**config.mk**
```make
export PLATFORM = sky130hd
export DESIGN_NAME = ttm4_sequencer
export DESIGN_NICKNAME = d
export VERILOG_FILES = /design/src/rtl/ttm4_ctrl_pkg.sv /design/src/rtl/ttm4_opcode_decode.sv /design/src/rtl/ttm4_sequencer.sv
export SDC_FILE = /design/constraint.sdc
export NUM_CORES = 1
export LEC_CHECK = 0
export ABC_AREA = 1
export BUFFER_PORTS_ARGS = -buffer_cell sky130_fd_sc_hd__buf_2
export CAP_MARGIN = 20
export CORE_ASPECT_RATIO = 1.25
export CORE_MARGIN = 3
export CORE_UTILIZATION = 51
export DETAILED_ROUTE_END_ITERATION = 8
export HOLD_SLACK_MARGIN = 0.06
export PLACE_DENSITY = 0.77
export SLEW_MARGIN = 15
export SYNTH_ARGS = -nofsm -noshare
export SYNTH_HDL_FRONTEND = slang
export SYNTH_SLANG_ARGS = --single-unit
```
**constraint.sdc**
```tcl
create_clock -name CLK -period 2.1 [get_ports CLK]
set_clock_uncertainty 0.1 [all_clocks]
set_input_delay 0.105 -clock CLK [delete_from_list [all_inputs] [get_ports CLK]]
set_output_delay 0.105 -clock CLK [all_outputs]
set_load 0.02 [all_outputs]
```
**src/rtl/ttm4_ctrl_pkg.sv**
```systemverilog
// ttm4_ctrl_pkg
//   Shared types for the TTM4 control unit: sequencer phase encoding,
//   4-bit opcode constants, bus source / destination selects and the
//   decoded-instruction bundle passed from the decoder to the sequencer.
`timescale 1ns/1ps
package ttm4_ctrl_pkg;

   // Encoding is visible on the STATE port, so values are fixed.
   typedef enum logic [1:0] {
      ST_FETCH = 2'b00,
      ST_READ  = 2'b01,
      ST_EXEC  = 2'b10,
      ST_PCUPD = 2'b11
   } state_e;

   localparam logic [3:0] OP_ADD_A  = 4'b0000;  // A + Im -> A
   localparam logic [3:0] OP_MOV_AB = 4'b0001;  // B + Im -> A
   localparam logic [3:0] OP_IN_A   = 4'b0010;  // IN + Im -> A
   localparam logic [3:0] OP_MOV_AI = 4'b0011;  // 0 + Im -> A
   localparam logic [3:0] OP_MOV_BA = 4'b0100;  // A + Im -> B
   localparam logic [3:0] OP_ADD_B  = 4'b0101;  // B + Im -> B
   localparam logic [3:0] OP_IN_B   = 4'b0110;  // IN + Im -> B
   localparam logic [3:0] OP_MOV_BI = 4'b0111;  // 0 + Im -> B
   localparam logic [3:0] OP_OUT_B  = 4'b1001;  // B + Im -> OUT
   localparam logic [3:0] OP_OUT_I  = 4'b1011;  // 0 + Im -> OUT
   localparam logic [3:0] OP_JNC    = 4'b1110;
   localparam logic [3:0] OP_JMP    = 4'b1111;

   // SRC_NONE leaves every bus driver off, so the bus reads 0.
   typedef enum logic [1:0] {SRC_NONE, SRC_A, SRC_B, SRC_IN} src_e;
   typedef enum logic [1:0] {DST_NONE, DST_A, DST_B, DST_OUT} dst_e;

   typedef struct packed {
      src_e src;
      dst_e dst;
      logic is_jmp;
      logic is_jnc;
      logic upd_carry;
      logic illegal;
   } dec_t;

endpackage

```
**src/rtl/ttm4_opcode_decode.sv**
```systemverilog
// ttm4_opcode_decode
//   Purely combinational opcode decoder.
//   Ports:
//     opcode  in  4      instruction bits [7:4]
//     dec     out dec_t  bus source, destination, jump kind, carry update, illegal
`timescale 1ns/1ps
module ttm4_opcode_decode
   import ttm4_ctrl_pkg::*;
(
   input  logic [3:0] opcode,
   output dec_t       dec
);

   always_comb begin
      dec.src       = SRC_NONE;
      dec.dst       = DST_NONE;
      dec.is_jmp    = 1'b0;
      dec.is_jnc    = 1'b0;
      dec.upd_carry = 1'b1;
      dec.illegal   = 1'b0;
      case (opcode)
         OP_ADD_A:  begin dec.src = SRC_A;    dec.dst = DST_A;   end
         OP_MOV_AB: begin dec.src = SRC_B;    dec.dst = DST_A;   end
         OP_IN_A:   begin dec.src = SRC_IN;   dec.dst = DST_A;   end
         OP_MOV_AI: begin dec.src = SRC_NONE; dec.dst = DST_A;   end
         OP_MOV_BA: begin dec.src = SRC_A;    dec.dst = DST_B;   end
         OP_ADD_B:  begin dec.src = SRC_B;    dec.dst = DST_B;   end
         OP_IN_B:   begin dec.src = SRC_IN;   dec.dst = DST_B;   end
         OP_MOV_BI: begin dec.src = SRC_NONE; dec.dst = DST_B;   end
         OP_OUT_B:  begin dec.src = SRC_B;    dec.dst = DST_OUT; end
         OP_OUT_I:  begin dec.src = SRC_NONE; dec.dst = DST_OUT; end
         // Jumps use the immediate only; the carry flag is their input, not a result.
         OP_JMP:    begin dec.is_jmp = 1'b1;  dec.upd_carry = 1'b0; end
         OP_JNC:    begin dec.is_jnc = 1'b1;  dec.upd_carry = 1'b0; end
         // 1000/1010/1100/1101: behave as NOP, flag untouched.
         default:   begin dec.illegal = 1'b1; dec.upd_carry = 1'b0; end
      endcase
   end

endmodule

```
**src/rtl/ttm4_sequencer.sv**
```systemverilog
// ttm4_sequencer
//   Multi-cycle control unit of the TTM4 4-bit CPU. Each instruction walks
//   FETCH -> READ -> EXEC -> PCUPD; all control outputs are flops loaded with
//   the value wanted in the phase being entered.
//   Parameters: FETCH_WAIT (0..3 extra FETCH cycles), CFLAG_INIT (flag after reset).
//   Optional feature macro: SINGLE_STEP_EN (adds STEP input for single stepping).
//   Ports:
//     CLK, RST           clock (rising edge), async active-low reset
//     STEP               single-step request (SINGLE_STEP_EN only)
//     RUN                1 = run, 0 = hold in FETCH
//     INSTR[7:0]         ROM data, [7:4] opcode, [3:0] immediate
//     CARRY              ALU carry-out, sampled at the end of EXEC
//     IMM[3:0]           latched immediate
//     nA_OUT/nB_OUT/nIN_OUT  bus source enables (active-low)
//     nA_ST/nB_ST/nOUT_ST    destination load strobes (active-low)
//     nPC_LD, PC_INC     PC load (active-low) / count enable
//     CFLAG, STATE[1:0], ILLEGAL
`timescale 1ns/1ps
module ttm4_sequencer
   import ttm4_ctrl_pkg::*;
#(
   parameter int unsigned FETCH_WAIT = 0,
   parameter logic        CFLAG_INIT = 1'b0
) (
   input  logic       CLK,
   input  logic       RST,
`ifdef SINGLE_STEP_EN
   input  logic       STEP,
`endif
   input  logic       RUN,
   input  logic [7:0] INSTR,
   input  logic       CARRY,
   output logic [3:0] IMM,
   output logic       nA_OUT,
   output logic       nB_OUT,
   output logic       nIN_OUT,
   output logic       nA_ST,
   output logic       nB_ST,
   output logic       nOUT_ST,
   output logic       nPC_LD,
   output logic       PC_INC,
   output logic       CFLAG,
   output logic [1:0] STATE,
   output logic       ILLEGAL
);

   localparam logic [1:0] WAIT_MAX = 2'(FETCH_WAIT);

   state_e     state_q, state_d;
   logic [7:0] ir_q, ir_d;
   logic [1:0] wait_q, wait_d;
   logic       cflag_q, cflag_d;
   logic       n_a_out_q, n_a_out_d, n_b_out_q, n_b_out_d, n_in_out_q, n_in_out_d;
   logic       n_a_st_q, n_a_st_d, n_b_st_q, n_b_st_d, n_out_st_q, n_out_st_d;
   logic       n_pc_ld_q, n_pc_ld_d, pc_inc_q, pc_inc_d, illegal_q, illegal_d;
   logic       go;
   logic       take_jmp;
   dec_t       dec;

   // Decode the IR value being loaded this cycle, so the READ-phase bus
   // enable can be registered on the same edge that captures the instruction.
   ttm4_opcode_decode u_dec (
      .opcode (ir_d[7:4]),
      .dec    (dec)
   );

`ifdef SINGLE_STEP_EN
   logic step_meta_q, step_meta_d, step_sync_q, step_sync_d;
   logic step_prev_q, step_prev_d, step_pend_q, step_pend_d;
   logic leave_fetch;

   assign leave_fetch = (state_q == ST_FETCH) && (state_d == ST_READ);

   // A STEP edge is remembered until FETCH is left, so a step arriving
   // during the ROM wait count is not lost.
   always_comb begin
      step_meta_d = STEP;
      step_sync_d = step_meta_q;
      step_prev_d = step_sync_q;
      step_pend_d = step_pend_q | (step_sync_q & ~step_prev_q & ~RUN);
      if (leave_fetch) step_pend_d = 1'b0;
   end

   always_ff @(posedge CLK or negedge RST) begin
      if (!RST) begin
         step_meta_q <= 1'b0;
         step_sync_q <= 1'b0;
         step_prev_q <= 1'b0;
         step_pend_q <= 1'b0;
      end else begin
         step_meta_q <= step_meta_d;
         step_sync_q <= step_sync_d;
         step_prev_q <= step_prev_d;
         step_pend_q <= step_pend_d;
      end
   end

   assign go = RUN | step_pend_q;
`else
   assign go = RUN;
`endif

   // JNC looks at the flag as it stands; jumps never modify it.
   assign take_jmp = dec.is_jmp | (dec.is_jnc & ~cflag_q);

   always_comb begin
      state_d    = state_q;
      ir_d       = ir_q;
      wait_d     = wait_q;
      cflag_d    = cflag_q;
      n_a_out_d  = 1'b1;
      n_b_out_d  = 1'b1;
      n_in_out_d = 1'b1;
      n_a_st_d   = 1'b1;
      n_b_st_d   = 1'b1;
      n_out_st_d = 1'b1;
      n_pc_ld_d  = 1'b1;
      pc_inc_d   = 1'b0;
      illegal_d  = 1'b0;

      case (state_q)
         ST_FETCH: begin
            if (!go) begin
               wait_d = 2'd0;
            end else if (wait_q == WAIT_MAX) begin
               wait_d  = 2'd0;
               ir_d    = INSTR;
               state_d = ST_READ;
            end else begin
               wait_d = wait_q + 2'd1;
            end
         end
         ST_READ:  state_d = ST_EXEC;
         ST_EXEC: begin
            state_d = ST_PCUPD;
            if (dec.upd_carry) cflag_d = CARRY;
         end
         default:  state_d = ST_FETCH;
      endcase

      // Output flops carry the value for the phase being entered.
      if (state_d == ST_READ || state_d == ST_EXEC) begin
         n_a_out_d  = (dec.src != SRC_A);
         n_b_out_d  = (dec.src != SRC_B);
         n_in_out_d = (dec.src != SRC_IN);
      end
      if (state_d == ST_EXEC) begin
         n_a_st_d   = (dec.dst != DST_A);
         n_b_st_d   = (dec.dst != DST_B);
         n_out_st_d = (dec.dst != DST_OUT);
         illegal_d  = dec.illegal;
      end
      if (state_d == ST_PCUPD) begin
         n_pc_ld_d = ~take_jmp;
         pc_inc_d  = ~take_jmp;
      end
   end

   always_ff @(posedge CLK or negedge RST) begin
      if (!RST) begin
         state_q    <= ST_FETCH;
         ir_q       <= 8'h00;
         wait_q     <= 2'd0;
         cflag_q    <= CFLAG_INIT;
         n_a_out_q  <= 1'b1;
         n_b_out_q  <= 1'b1;
         n_in_out_q <= 1'b1;
         n_a_st_q   <= 1'b1;
         n_b_st_q   <= 1'b1;
         n_out_st_q <= 1'b1;
         n_pc_ld_q  <= 1'b1;
         pc_inc_q   <= 1'b0;
         illegal_q  <= 1'b0;
      end else begin
         state_q    <= state_d;
         ir_q       <= ir_d;
         wait_q     <= wait_d;
         cflag_q    <= cflag_d;
         n_a_out_q  <= n_a_out_d;
         n_b_out_q  <= n_b_out_d;
         n_in_out_q <= n_in_out_d;
         n_a_st_q   <= n_a_st_d;
         n_b_st_q   <= n_b_st_d;
         n_out_st_q <= n_out_st_d;
         n_pc_ld_q  <= n_pc_ld_d;
         pc_inc_q   <= pc_inc_d;
         illegal_q  <= illegal_d;
      end
   end

   assign IMM     = ir_q[3:0];
   assign nA_OUT  = n_a_out_q;
   assign nB_OUT  = n_b_out_q;
   assign nIN_OUT = n_in_out_q;
   assign nA_ST   = n_a_st_q;
   assign nB_ST   = n_b_st_q;
   assign nOUT_ST = n_out_st_q;
   assign nPC_LD  = n_pc_ld_q;
   assign PC_INC  = pc_inc_q;
   assign CFLAG   = cflag_q;
   assign STATE   = state_q;
   assign ILLEGAL = illegal_q;

   a_bus_onehot: assert property (@(posedge CLK) disable iff (!RST)
      $countones({~nA_OUT, ~nB_OUT, ~nIN_OUT}) <= 1);
   a_st_onehot: assert property (@(posedge CLK) disable iff (!RST)
      $countones({~nA_ST, ~nB_ST, ~nOUT_ST}) <= 1);
   a_pc_excl: assert property (@(posedge CLK) disable iff (!RST)
      !(PC_INC && !nPC_LD));
`ifndef SINGLE_STEP_EN
   a_run_hold: assert property (@(posedge CLK) disable iff (!RST)
      (state_q == ST_FETCH && !RUN) |=> (state_q == ST_FETCH));
`endif

endmodule

```
=== After elaboration in Yosys (flattened, before gate mapping) ===
Cells that the tools add are included.

* Reductions and logical operators: 8
* Equal/unequal tests: 22
* Muxes and demuxes: 22
* Bitwise operators: 4
* Add/sub/neg operators: 1

{| class="wikitable"
|+ Operator list
! operator !! number
|-
| $pmux 4 s10 || 1
|-
| $mux 8 || 3
|-
| $eq 4x3->1 const B || 4
|-
| $eq 4x4->1 const B || 4
|-
| $mux 1 || 13
|-
| $reduce_or 12->1 || 1
|-
| $reduce_or 10->1 || 1
|-
| $eq 4x2->1 const B || 2
|-
| $mux 2 || 4
|-
| $ne 2x2->1 const B || 4
|-
| $eq 2x2->1 const B || 3
|-
| $pmux 2 s3 || 1
|-
| $eq 2x1->1 const B || 2
|-
| $eq 4x1->1 const B || 1
|-
| $logic_not 2->1 || 2
|-
| $logic_not 4->1 || 1
|-
| $ne 2x1->1 const B || 2
|-
| $reduce_and 3->1 || 1
|-
| $add 2x1->2 const B || 1
|-
| $not 1->1 || 2
|-
| $reduce_and 2->1 || 1
|-
| $and 1x1->1 || 1
|-
| $logic_or 1x1->1 || 1
|-
| $or 1x1->1 || 1
|}

* Word-level logic and storage cells: 71
* Register bits: 22
* Bits of input ports: 12
* Output and inout bits: 16

=== Logic depth before layout (Yosys ltp) ===
* Depth after elaboration: 10
* Depth in mapped cells: 11
* Mapped depth without buffers: 10

=== Hierarchy ===
A second synthesis with hierarchy kept.

* Cell total of the unflattened synthesis: 121
* Area total of the unflattened synthesis: 1,102.3 µm²

{| class="wikitable"
|+ By module, submodules not included
! module !! area an instance (µm²) !! instances !! cells each !! sequential area each (µm²)
|-
| ttm4_sequencer || 1,021.0 || 1 || 102 || 559.3
|-
| ttm4_opcode_decode || 81.3 || 1 || 19 || 0.0
|}

=== Worst setup path before layout ===
OpenSTA, ideal clock, no wires.

* Path kind: reg-to-reg
* Start point: register state_q[0] (netlist: STATE[0])
* End point: register cflag_q (netlist: CFLAG)
* Arrival: 1.443 ns
* Period minus slack after synthesis: 1.660 ns
* Slack: 0.440 ns
* Setup time: 0.117 ns
* Data required time: 1.883 ns
* Cell stages (with the launch flop): 11
* Path buffers: 1
* Cells stage by stage: dfrtp_1 -> inv_1 -> ha_1 -> buf_6 -> nand4_1 -> nand2_2 -> nand2_2 -> nand2_4 -> nand2_1 -> nand2_1 -> nand2_1

* Cells in the longest elaborated chain, start to end: 6
* Elaborated cells between the ends (all ways): 16
* Classes of those cells: eq/ne: 10; mux: 2; reduce/logical: 4

{| class="wikitable"
|+ Ends and longest elaborated chain
! element !! line !! source
|-
| from (decl) || ttm4_sequencer.sv:49 || <nowiki>state_e state_q, state_d;</nowiki>
|-
| from (signal assigned) || ttm4_sequencer.sv:175 || <nowiki>state_q <= state_d;</nowiki>
|-
| $logic_not 2->1 || ttm4_sequencer.sv:121 || <nowiki>case (state_q)</nowiki>
|-
| $mux 8 || ttm4_sequencer.sv:121 ||
|-
| $eq 4x1->1 (tied with other cells) || ttm4_opcode_decode.sv:21 || <nowiki>case (opcode)</nowiki>
|-
| $reduce_or 10->1 (no source line) || -- ||
|-
| $mux 1 || ttm4_opcode_decode.sv:21 ||
|-
| $reduce_and 2->1 (no source line) (*) || -- ||
|-
| to (signal assigned) || ttm4_sequencer.sv:178 || <nowiki>cflag_q <= cflag_d;</nowiki>
|-
| to (decl) || ttm4_sequencer.sv:52 || <nowiki>logic cflag_q, cflag_d;</nowiki>
|}

Every way passes the cells marked *; elsewhere a longest branch is shown, timed or not.
A chain may end at the register's enable or synchronous reset.

=== Final worst setup path ===
* Start point: register state_q[0] (netlist: STATE[0])
* End point: register pc_inc_q (netlist: PC_INC)

* Cells in the longest elaborated chain, start to end: 8
* Elaborated cells between the ends (all ways): 16
* Classes of those cells: eq/ne: 5; mux: 7; bitwise: 3; reduce/logical: 1

{| class="wikitable"
|+ Ends and longest elaborated chain
! element !! line !! source
|-
| $logic_not 2->1 (*) || ttm4_sequencer.sv:121 ||
|-
| $mux 8 (*) || ttm4_sequencer.sv:121 ||
|-
| via ir_d[6] || ttm4_sequencer.sv:50 || <nowiki>logic [7:0] ir_q, ir_d;</nowiki>
|-
| $eq 4x4->1 || ttm4_opcode_decode.sv:21 ||
|-
| $mux 1 || ttm4_opcode_decode.sv:21 ||
|-
| $and 1x1->1 || ttm4_sequencer.sv:104 || <nowiki>assign take_jmp = dec.is_jmp | (dec.is_jnc & ~cflag_q);</nowiki>
|-
| $or 1x1->1 (*) || ttm4_sequencer.sv:104 ||
|-
| $not 1->1 (*) || ttm4_sequencer.sv:155 || <nowiki>pc_inc_d = ~take_jmp;</nowiki>
|-
| $mux 1 (*) || ttm4_sequencer.sv:153 || <nowiki>if (state_d == ST_PCUPD) begin</nowiki>
|-
| via pc_inc_d || ttm4_sequencer.sv:55 || <nowiki>logic n_pc_ld_q, n_pc_ld_d, pc_inc_q, pc_inc_d, illegal_q, illegal_d;</nowiki>
|-
| to (signal assigned) || ttm4_sequencer.sv:186 || <nowiki>pc_inc_q <= pc_inc_d;</nowiki>
|-
| to (decl) || ttm4_sequencer.sv:55 ||
|}

Mark *: on every way through the listed nets, which the timed path passes. The rest lies on a longest branch.

==> implementation parameters <==
Parameter                              Value

Critical path
  Length in cells of the worst reg-to-reg path ... 9
  Critical path buffers and inverters ... 2
  Slowest cell on crit path ... sky130_fd_sc_hd__dfrtp_1
  Chain of cells forming the critical path ... inv_1 > ha_2 > nand3_4 > nand2_1 > nand2_2 > clkinv_2 > nand2_2 > nor2_2 > nor2_1
  Type of destination of the critical path ... register
  Arr. time, crit path ... 1.89 ns
  Worst-path maximum fanout ... 12
  Start-to-end type of the worst setup path ... reg -> reg
  Required time of the worst setup path ... 2.22 ns
  Top delay family on crit path ... simple AND/OR/NAND/NOR gates
  Crit path largest cell delay ... 0.42 ns
  Launching element type of the critical path ... register
  Logic depth of the worst path, buffers included ... 9
  Most frequent cell on the critical path ... sky130_fd_sc_hd__nand2_2

GRT
  Global-route wire length before repair ... 3200 um
  Grt ovf ... 0
  Vias in the first global route ... 807
  Initial antenna violation count ... 0
  Largest net degree at the start of global routing ... 23
  Overall fraction of global-route tracks in use ... 0.163

Logic synthesis
  Average cell area after synthesis ... 9.51 um^2
  Number of distinct library cells after synthesis ... 20
  Post-synthesis net count ... 133
  Sequential fraction of the synthesis area ... 0.511
  Yosys warning total ... 0
  Synth top area cells ... sky130_fd_sc_hd__dfrtp_1 (34%), sky130_fd_sc_hd__dfstp_2 (17%), sky130_fd_sc_hd__nand2_1 (9.6%)
  Count of mapped cells out of synthesis ... 115
  Share of the synthesized area in the top cell type ... 0.343
  Cell type with the highest aggregate area in the netlist ... sky130_fd_sc_hd__dfrtp_1
  Combined area of all synthesized cells ... 1090 um^2
  Number of storage elements in the synthesis netlist ... 22

Cells and area
  Fraction of layout instances using a drive strength above 1 ... 0.372
  Most frequent standard cell in the layout excluding fill and tap cells ... sky130_fd_sc_hd__nand2_1
  Highest-count cells in the layout ignoring fill and taps ... sky130_fd_sc_hd__nand2_1 (28), sky130_fd_sc_hd__buf_2 (27), sky130_fd_sc_hd__inv_1 (16), sky130_fd_sc_hd__dfrtp_1 (15)
  Antenna cells ... 0
  Utilization after layout ... 0.669
  Synthesis-to-layout area growth ... 22.5%
  Final net count ... 167

Route
  Post-route ant nets ... 0
  Post-Route M1 WL ... 820 um
  Post-route DRC violation count ... 0
  Routed via count ... 823
  First-pass detailed-route iteration total ... 5
  DRC marker count from the first detailed-route iteration ... 9
  Routed wire length ... 1980 um
  Wire per inst ... 11.8 um
  Total length of routed met2 wires ... 1040 um
  Top layer reached by signal wires ... met4
  Met3 layer wire length in the routed design ... 85 um
  Number of vias per cell ... 4.90

STA
  Final Slew Violations ... 0
  Final Setup Violations ... 0
  Setup TNS ... 0 ns
  Actual transition at the worst max-transition pin ... 0.475 ns
  Setup repair after global routing missed its margin ... false
  Tcrit/Tclk final ... 0.845
  Min Tclk post-route ... 1.77 ns
  Maximum clock frequency ... 564 MHz
  Number of hold-slack violations in the final timing report ... 0
  Final WS setup ... 0.326 ns
  Remaining max-slew budget at the tightest pin ... 0.683

Placement
  Number of buffer cells added on primary ports ... 27
  Half-perimeter wire length after detailed placement ... 1390 um
  Final GP Congestion ... 0.762
  Post-Place Setup Slack ... 0.198 ns

Power and ir drop
  Pwr dens ... 1430 nW/um^2
  Worst vdd rail ir drop ... 0.778 mV
  Leakage power total ... 0.689 nW

Clock tree
  Clock slew at reported path FFs ... 0.12 ns
  Sinks on the clock net ... 22
  Number of buffers on the longest clock path ... 2
  CTS tree ... yes
  Skew-Pair Late Insertion Delay ... 0.31 ns
  Number of buffers added by the clock tree synthesis step ... 3
  Root buf cell ... sky130_fd_sc_hd__clkbuf_4
  H-tree depth ... 1

Die
  Starting utilization of the core area ... 0.546
  Die outline area ... 2740 um^2
  Number of rows created at floorplan ... 18
  I/O pin count ... 28
  Core Footprint ... 2000 um^2
  Die X-Extent ... 47.4 um
  DIE HEIGHT ... 57.8 um

Hold path
  Kind of path behind the tightest hold check ... in -> reg
  Hold-critical path depth ... 3

Flow run
  Number of violations of the max-capacitance limit ... 0

Run status
  Result of the run ... complete, no violations
metal layers:
metal / track usage / up-vias
met1: 0.183 / 375
met3: 0.0280 / 7
li1: - / 420
met5: 0 / -
met2: 0.285 / 21
met4: 0.0711 / 0
worst min-delay path, cell delays in order:
cell                      delay [ns]
sky130_fd_sc_hd__buf_2          0.16
sky130_fd_sc_hd__nand3_1        0.09
sky130_fd_sc_hd__o21ai_0        0.08
repair_timing:
item	CTS	global route
gates resized for setup	0	1
setup endpoints to repair	0	1
buffers inserted	0	0
hold buffers	8	0
endpoints found under the hold margin	29	0
cell families (layout without fill, tap and decap cells):
group | Yosys count | count (layout) | synth area share
AND/OR/NAND/NOR | 56 | 56 | 0.254
flip-flops | 22 | 22 | 0.511
multiplexers | 4 | 4 | 0.0412
adder cells (fa/ha/maj) | 6 | 6 | 0.0686
AO/OA/AOI/OAI | 3 | 3 | 0.0172
buffers and inverters | 24 | 57 | 0.108
cell usage after synthesis:
cell type	instances
sky130_fd_sc_hd__buf_4	5
sky130_fd_sc_hd__buf_6	1
sky130_fd_sc_hd__clkinv_2	1
sky130_fd_sc_hd__dfrtp_1	15
sky130_fd_sc_hd__dfstp_2	7
sky130_fd_sc_hd__ha_1	6
sky130_fd_sc_hd__inv_1	16
sky130_fd_sc_hd__inv_2	1
sky130_fd_sc_hd__mux2_2	4
sky130_fd_sc_hd__nand2_1	28
sky130_fd_sc_hd__nand2_2	5
sky130_fd_sc_hd__nand2_4	1
sky130_fd_sc_hd__nand3_1	8
sky130_fd_sc_hd__nand3_4	1
sky130_fd_sc_hd__nand3b_1	1
sky130_fd_sc_hd__nand4_1	6
sky130_fd_sc_hd__nor2_1	4
sky130_fd_sc_hd__nor2_2	2
sky130_fd_sc_hd__o21ai_0	2
sky130_fd_sc_hd__o21ai_2	1
worst paths after layout:
| kind | end | slack, ns | startpoint |
|---|---|---|---|
| setup / recovery | PC_INC | 0.33 | STATE[0] |
| hold / removal | wait_q[0] | 0.07 | RUN |
| setup reg to reg | PC_INC | 0.33 | STATE[0] |
| hold reg to reg | ir_q[2] | 0.41 | ir_q[2] |
| max in group asynchronous | nPC_LD | 1.38 | RST |
| min in group asynchronous | CFLAG | 0.17 | RST |
per-stage QoR:
stage	total power (W)	hold WS (ns)	instance area [um^2]	std cells
CTS	0.00192	0.0610	1340	168
finish	0.00192	0.0653	1340	168
floorplan	0.00143	-0.291	1090	115
global placement	0.00156	-0.0152	1200	156
global route	0.00207	0.0801	1340	168
detailed placement	0.00158	-0.0112	1200	156
registers in the layout, summed over array words and instances, names as in the netlist:
signal   count
CFLAG        1
STATE        2
PC_INC       1
wait_q       2
nB_OUT       1
nPC_LD       1
nIN_OUT      1
nA_OUT       1
ILLEGAL      1
nA_ST        1
nOUT_ST      1
nB_ST        1
ir_q         8
where the power goes:
part           internal (W)  leakage, nW  switching, W
combinational      0.000336        0.403      0.000608
clock              0.000193       0.0279      0.000129
sequential         0.000585        0.258     0.0000650
total               0.00111        0.689      0.000803
area by class of cell:
cell class	instances	area (um^2)
fill	171	664
inverter	18	68.8
timing repair buffer	35	215
clock buffer	3	22.5
multi-input combinational	69	419
sequential	22	559
tap	20	25.0
clock inverter	1	30.0
(Power assumes the default switching activity.)
